**config.mk**
```make
export PLATFORM = sky130hd
export DESIGN_NAME = fifo_port_arbiter
export DESIGN_NICKNAME = d
export VERILOG_FILES = /design/src/rtl/fifo_pkg.sv /design/src/rtl/rr_arbiter3.sv /design/src/rtl/fifo_port_arbiter.sv
export SDC_FILE = /design/constraint.sdc
export NUM_CORES = 1
export LEC_CHECK = 0
export ABC_AREA = 1
export BUFFER_PORTS_ARGS = -buffer_cell sky130_fd_sc_hd__buf_2
export CELL_PAD_IN_SITES_DETAIL_PLACEMENT = 0
export CELL_PAD_IN_SITES_GLOBAL_PLACEMENT = 1
export CORE_ASPECT_RATIO = 2
export CORE_MARGIN = 2
export CORE_UTILIZATION = 32
export CTS_CLUSTER_SIZE = 30
export DETAILED_ROUTE_END_ITERATION = 16
export PLACE_DENSITY = 0.86
export SYNTH_ARGS = -nofsm -noshare
export SYNTH_HDL_FRONTEND = slang
export SYNTH_SLANG_ARGS = --single-unit
```
**constraint.sdc**
```tcl
create_clock -name clk -period 2.9 [get_ports clk]
set_clock_uncertainty 0.2 [all_clocks]
set_input_delay 0.29 -clock clk [delete_from_list [all_inputs] [get_ports clk]]
set_output_delay 0.29 -clock clk [all_outputs]
set_load 0.05 [all_outputs]
```
**src/rtl/fifo_pkg.sv**
```systemverilog
// Shared definitions for the 8-entry FIFO and its port arbiter:
// op codes presented on the FIFO port and requester ids.
package fifo_pkg;

    localparam int FIFO_SIZE = 8;

    typedef enum logic [2:0] {
        OP_INIT   = 3'b000,
        OP_WRITE  = 3'b001,
        OP_WR_ERR = 3'b010,
        OP_NO_OP  = 3'b011,
        OP_READ   = 3'b100,
        OP_RD_ERR = 3'b101
    } op_e;

    typedef logic [1:0] rid_t;

    localparam rid_t ID_W0 = 2'd0;
    localparam rid_t ID_W1 = 2'd1;
    localparam rid_t ID_R  = 2'd2;

endpackage

```
**src/rtl/rr_arbiter3.sv**
```systemverilog
// Combinational 3-way round-robin; the search starts at the
// requester after the last grantee, order W0 -> W1 -> R.
module rr_arbiter3
    import fifo_pkg::*;
(
    input  logic [2:0] req,
    input  rid_t       last,
    output logic [2:0] gnt
);

    always_comb begin
        gnt = 3'b000;
        unique case (last)
            ID_W0: begin
                if (req[ID_W1])      gnt[ID_W1] = 1'b1;
                else if (req[ID_R])  gnt[ID_R]  = 1'b1;
                else if (req[ID_W0]) gnt[ID_W0] = 1'b1;
            end
            ID_W1: begin
                if (req[ID_R])       gnt[ID_R]  = 1'b1;
                else if (req[ID_W0]) gnt[ID_W0] = 1'b1;
                else if (req[ID_W1]) gnt[ID_W1] = 1'b1;
            end
            default: begin
                if (req[ID_W0])      gnt[ID_W0] = 1'b1;
                else if (req[ID_W1]) gnt[ID_W1] = 1'b1;
                else if (req[ID_R])  gnt[ID_R]  = 1'b1;
            end
        endcase
    end

endmodule

```
**src/rtl/fifo_port_arbiter.sv**
```systemverilog
// Schedules two writers and one reader onto the single FIFO port
// and tracks occupancy in lockstep with the FIFO.
module fifo_port_arbiter
    import fifo_pkg::*;
#(
    parameter int DATA_WIDTH = 32,
    parameter int DEPTH      = FIFO_SIZE,
    parameter int CNT_WIDTH  = 4
) (
    input  logic                  clk,
    input  logic                  reset,
    input  logic                  wr_req0,
    input  logic [DATA_WIDTH-1:0] wr_din0,
    input  logic                  wr_req1,
    input  logic [DATA_WIDTH-1:0] wr_din1,
    input  logic                  rd_req,
    output logic [2:0]            fifo_state,
    output logic [DATA_WIDTH-1:0] fifo_din,
    output logic                  wr_ack0,
    output logic                  wr_ack1,
    output logic                  rd_ack,
    output logic                  err,
    output logic [CNT_WIDTH-1:0]  data_count
);

    localparam logic [CNT_WIDTH-1:0] FULL = CNT_WIDTH'(DEPTH);

    op_e                   op_q, op_d;
    logic [DATA_WIDTH-1:0] din_q, din_d;
    logic                  ack0_q, ack1_q, rack_q, err_q;
    logic                  ack0_d, ack1_d, rack_d, err_d;
    logic [CNT_WIDTH-1:0]  cnt_q, cnt_d;
    rid_t                  last_q, last_d;
    logic                  run_q;
    logic [2:0]            req_m, gnt;
    logic                  wr_g;
    logic [DATA_WIDTH-1:0] wdata;

    // A requester being acked now still has its level request up.
    assign req_m = {rd_req  & ~rack_q,
                    wr_req1 & ~ack1_q,
                    wr_req0 & ~ack0_q} & {3{run_q}};

    rr_arbiter3 u_rr (
        .req  (req_m),
        .last (last_q),
        .gnt  (gnt)
    );

    assign wr_g  = gnt[ID_W0] | gnt[ID_W1];
    assign wdata = gnt[ID_W1] ? wr_din1 : wr_din0;

    always_comb begin
        op_d   = run_q ? OP_NO_OP : OP_INIT;
        din_d  = din_q;
        ack0_d = gnt[ID_W0];
        ack1_d = gnt[ID_W1];
        rack_d = gnt[ID_R];
        err_d  = 1'b0;
        cnt_d  = cnt_q;
        last_d = last_q;
        unique case (1'b1)
            gnt[ID_W0]: last_d = ID_W0;
            gnt[ID_W1]: last_d = ID_W1;
            gnt[ID_R]:  last_d = ID_R;
            default:    ;
        endcase
        if (wr_g) begin
            if (cnt_q == FULL) begin
                op_d  = OP_WR_ERR;
                err_d = 1'b1;
            end else begin
                op_d  = OP_WRITE;
                din_d = wdata;
                cnt_d = cnt_q + 1'b1;
            end
        end else if (gnt[ID_R]) begin
            if (cnt_q == '0) begin
                op_d  = OP_RD_ERR;
                err_d = 1'b1;
            end else begin
                op_d  = OP_READ;
                cnt_d = cnt_q - 1'b1;
            end
        end
    end

    // run_q holds off arbitration for the INIT cycle after reset.
    always_ff @(posedge clk or posedge reset) begin
        if (reset) begin
            op_q   <= OP_INIT;
            din_q  <= '0;
            ack0_q <= 1'b0;
            ack1_q <= 1'b0;
            rack_q <= 1'b0;
            err_q  <= 1'b0;
            cnt_q  <= '0;
            last_q <= ID_W0;
            run_q  <= 1'b0;
        end else begin
            op_q   <= op_d;
            din_q  <= din_d;
            ack0_q <= ack0_d;
            ack1_q <= ack1_d;
            rack_q <= rack_d;
            err_q  <= err_d;
            cnt_q  <= cnt_d;
            last_q <= last_d;
            run_q  <= 1'b1;
        end
    end

    assign fifo_state = op_q;
    assign fifo_din   = din_q;
    assign wr_ack0    = ack0_q;
    assign wr_ack1    = ack1_q;
    assign rd_ack     = rack_q;
    assign err        = err_q;
    assign data_count = cnt_q;

endmodule

```
==> flow_summary.json <==
{
  "intPower_mw": 1.73,
  "dp_hpwl_mm": 4.55,
  "rows": 43,
  "cap_viol_max_count": 0,
  "cts-htree-levels": 2,
  "crit_required_ps": 2880,
  "synth_cells": 263,
  "path_class": "reg2reg",
  "dieArea_um2": 7890,
  "worstSkewPairLatency_ps": 290,
  "final.setup.tns_ps": 0,
  "cts_setup_buffers": 0,
  "grt_max_degree": 47,
  "synth_area_leaders": "dfrtp_1 (50%), nand2_1 (14%), a21o_1 (10%)",
  "final_antenna_net_count": 0,
  "drc_errors": 0,
  "cpPeakStageDelay_ps": 430,
  "drv_slew": 0,
  "io_buffer_count": 111,
  "synth_seq_area_share": 0.502,
  "cts_resized": 0,
  "overflow": 0,
  "vdd_drop_max_v": 0.000419,
  "ys_ff_latch": 46,
  "synthToLayoutAreaGrowth_pct": 32.8,
  "yosysTopAreaCell": "dfrtp_1",
  "rsz0062_at_grt": "no",
  "nFillCells": 727,
  "postCtsHoldBufs": 0,
  "cts_made_buffers": 5,
  "cp_max_fo": 5,
  "worst_pin_slew_ps": 986,
  "slew_headroom": 0.342,
  "drt-total-wl_mm": 6.10,
  "n_antenna_cell": 0,
  "period_share": 0.792,
  "synth_ff_type": "dfrtp_1",
  "vias": 2230,
  "drive_gt1_frac": 0.360,
  "combPwrFrac": 0.544,
  "cp-start-kind": "register",
  "clkPwrFrac": 0.156,
  "die_w_um": 63.8,
  "num_io_pins": 112,
  "cpMaxStageDelayCell": "dfrtp_1",
  "clk_pin_slew_ps": 70,
  "run_status": "completed",
  "final.min_clock_period_ps": 2300,
  "crit_top_cell": "nand2_1",
  "first_pass_iters": 4,
  "crit_arrival_ps": 2270,
  "postSynthAreaPerCell_um2": 8.71,
  "hp-class": "in2async",
  "yosys-top-cells-count": "nand2_1 (88), dfrtp_1 (46), a21oi_1 (33), a21o_1 (32), inv_1 (14)",
  "cts.sinks": 46,
  "hold_violations": 0,
  "fp.coreArea_um2": 6940,
  "yosysUniqueCellTypes": 26,
  "power_density_nw_per_um2": 1180,
  "switchingPower_mw": 1.85,
  "power.leakage_nw": 1.82,
  "netlist.area_leader.share": 0.502,
  "via_per_inst": 4.83,
  "drt-wirelength-per-cell_um": 13.2,
  "place.gp.congestion": 0.851,
  "end_kind": "register",
  "synth-edff-count": 0,
  "p_seq_frac": 0.300,
  "crit_chain": "nand2_1, nor2_4, nor2_2, nand2_2, nand3_4, inv_1, ha_1, nand2_1, nand2_1, a31oi_1, inv_1, nand2_1, nand2_1, nand2_1, nand2_1",
  "synth_warnings": 0,
  "grt_pass1_wl_mm": 9.85,
  "cts_root_buffer": "clkbuf_16",
  "p_total_mw": 3.58,
  "synthArstFlopShare": 1.00,
  "swShare": 0.517,
  "fmax_mhz": 435,
  "yosysMostFrequentCell": "nand2_1",
  "syn_nets": 335,
  "regArea_um2": 1150,
  "die_h_um": 124,
  "multi_input_area_um2": 988,
  "finalSetupViolCount": 0,
  "nets": 443,
  "syn_area_um2": 2290,
  "grt_pass1_vias": 2159,
  "clk_path_buf_depth": 2,
  "initial_utilization": 0.330,
  "cts_tree": "built",
  "grt_usage": 0.164,
  "antenna_found_initial": 0,
  "dr.first_iter.drc_count": 107
}
==> power by group through the flow <==
stage          sequential [mW]  combinational, mW  clock [mW]
2_1_floorplan             1.96              0.611           0
3_3_place_gp              1.07               1.95           0
3_5_place_dp              1.08               1.97           0
4_1_cts                   1.07               1.97       0.579
5_1_grt                   1.11               2.07       0.613
6_report                  1.07               1.94       0.559
==> cells by family (layout without fill, tap and decap cells) <==
kind of cell / count (synthesis) / in the layout / synth area share
and+or+nand+nor: 115 / 115 / 0.215
AOI/OAI and AO/OA: 70 / 70 / 0.191
DFF: 46 / 46 / 0.502
buffers and inverters: 27 / 136 / 0.0661
adders and majority gates: 3 / 3 / 0.0197
other: 1 / 1 / 0.00164
xor gates and xnor gates: 1 / 1 / 0.00382
==> area by class of cell <==
class                           instances  area share
Sequential cell                        46       0.378
Tap cell                               90      0.0370
Clock inverter                          3     0.00699
Timing Repair Buffer                  114       0.194
Clock buffer                            5      0.0411
Inverter                               14      0.0173
Multi-Input combinational cell        190       0.325
==> flip-flops by register name, indices dropped and copies added, names as in the netlist <==
signal and count:
fifo_din 32, data_count 4, fifo_state 3, last_q 2, err 1, rd_ack 1, run_q 1, wr_ack0 1
wr_ack1 1
==> cells in the final DEF (no fill, tap or decap), drive strengths merged <==
cell / netlist / layout
xor2: 1 / 1
a21oi: 34 / 34
a21o: 32 / 32
o31ai: 1 / 1
nor3: 1 / 1
conb: 1 / 1
clkinvlp: 0 / 1
nand2: 92 / 92
nor2: 10 / 10
o21ai: 2 / 2
clkinv: 0 / 2
dfrtp: 46 / 46
a31oi: 1 / 1
nand4: 2 / 2
fa: 1 / 1
buf: 13 / 114
clkbuf: 0 / 5
nand3: 10 / 10
inv: 14 / 14
ha: 2 / 2
==> path summary, 6_finish.rpt <==
kind	start	end	slack (ps)	cells after the start
min in group clk	wr_din0[17]	fifo_din[17]	150	4
max	run_q	data_count[3]	600	15
min	reset	fifo_din[23]	40	2
min reg2reg	fifo_din[16]	fifo_din[16]	270	1
max reg2reg	run_q	data_count[3]	600	15
max in group asynchronous	reset	data_count[1]	1850	2
==> worst max-delay path, delay by kind of cell (launching register included) <==
| kind | cells | cell delay [ps] |
|---|---|---|
| simple gates | 11 | 850 |
| flops | 1 | 430 |
| buf+inv | 2 | 230 |
| compound gates | 1 | 180 |
| fa+ha+maj | 1 | 290 |
==> layer usage <==
metal	track usage	share of wire
met3	0.0307	0.043
met4	0.113	0.044
met2	0.307	0.58
met5	0	0
met1	0.157	0.34
==> through the flow <==
step	cells	area, um2	hold WS (ps)	util	worst slack [ps]
floorplan	263	2290	323	-	605
global placement	454	2900	253	0.417	692
detailed placement	454	2900	260	0.417	635
CTS	462	3040	66.4	0.438	617
global route	462	3040	131	0.438	362
finish	462	3040	38.9	0.438	603
(Power assumes the default switching activity.)
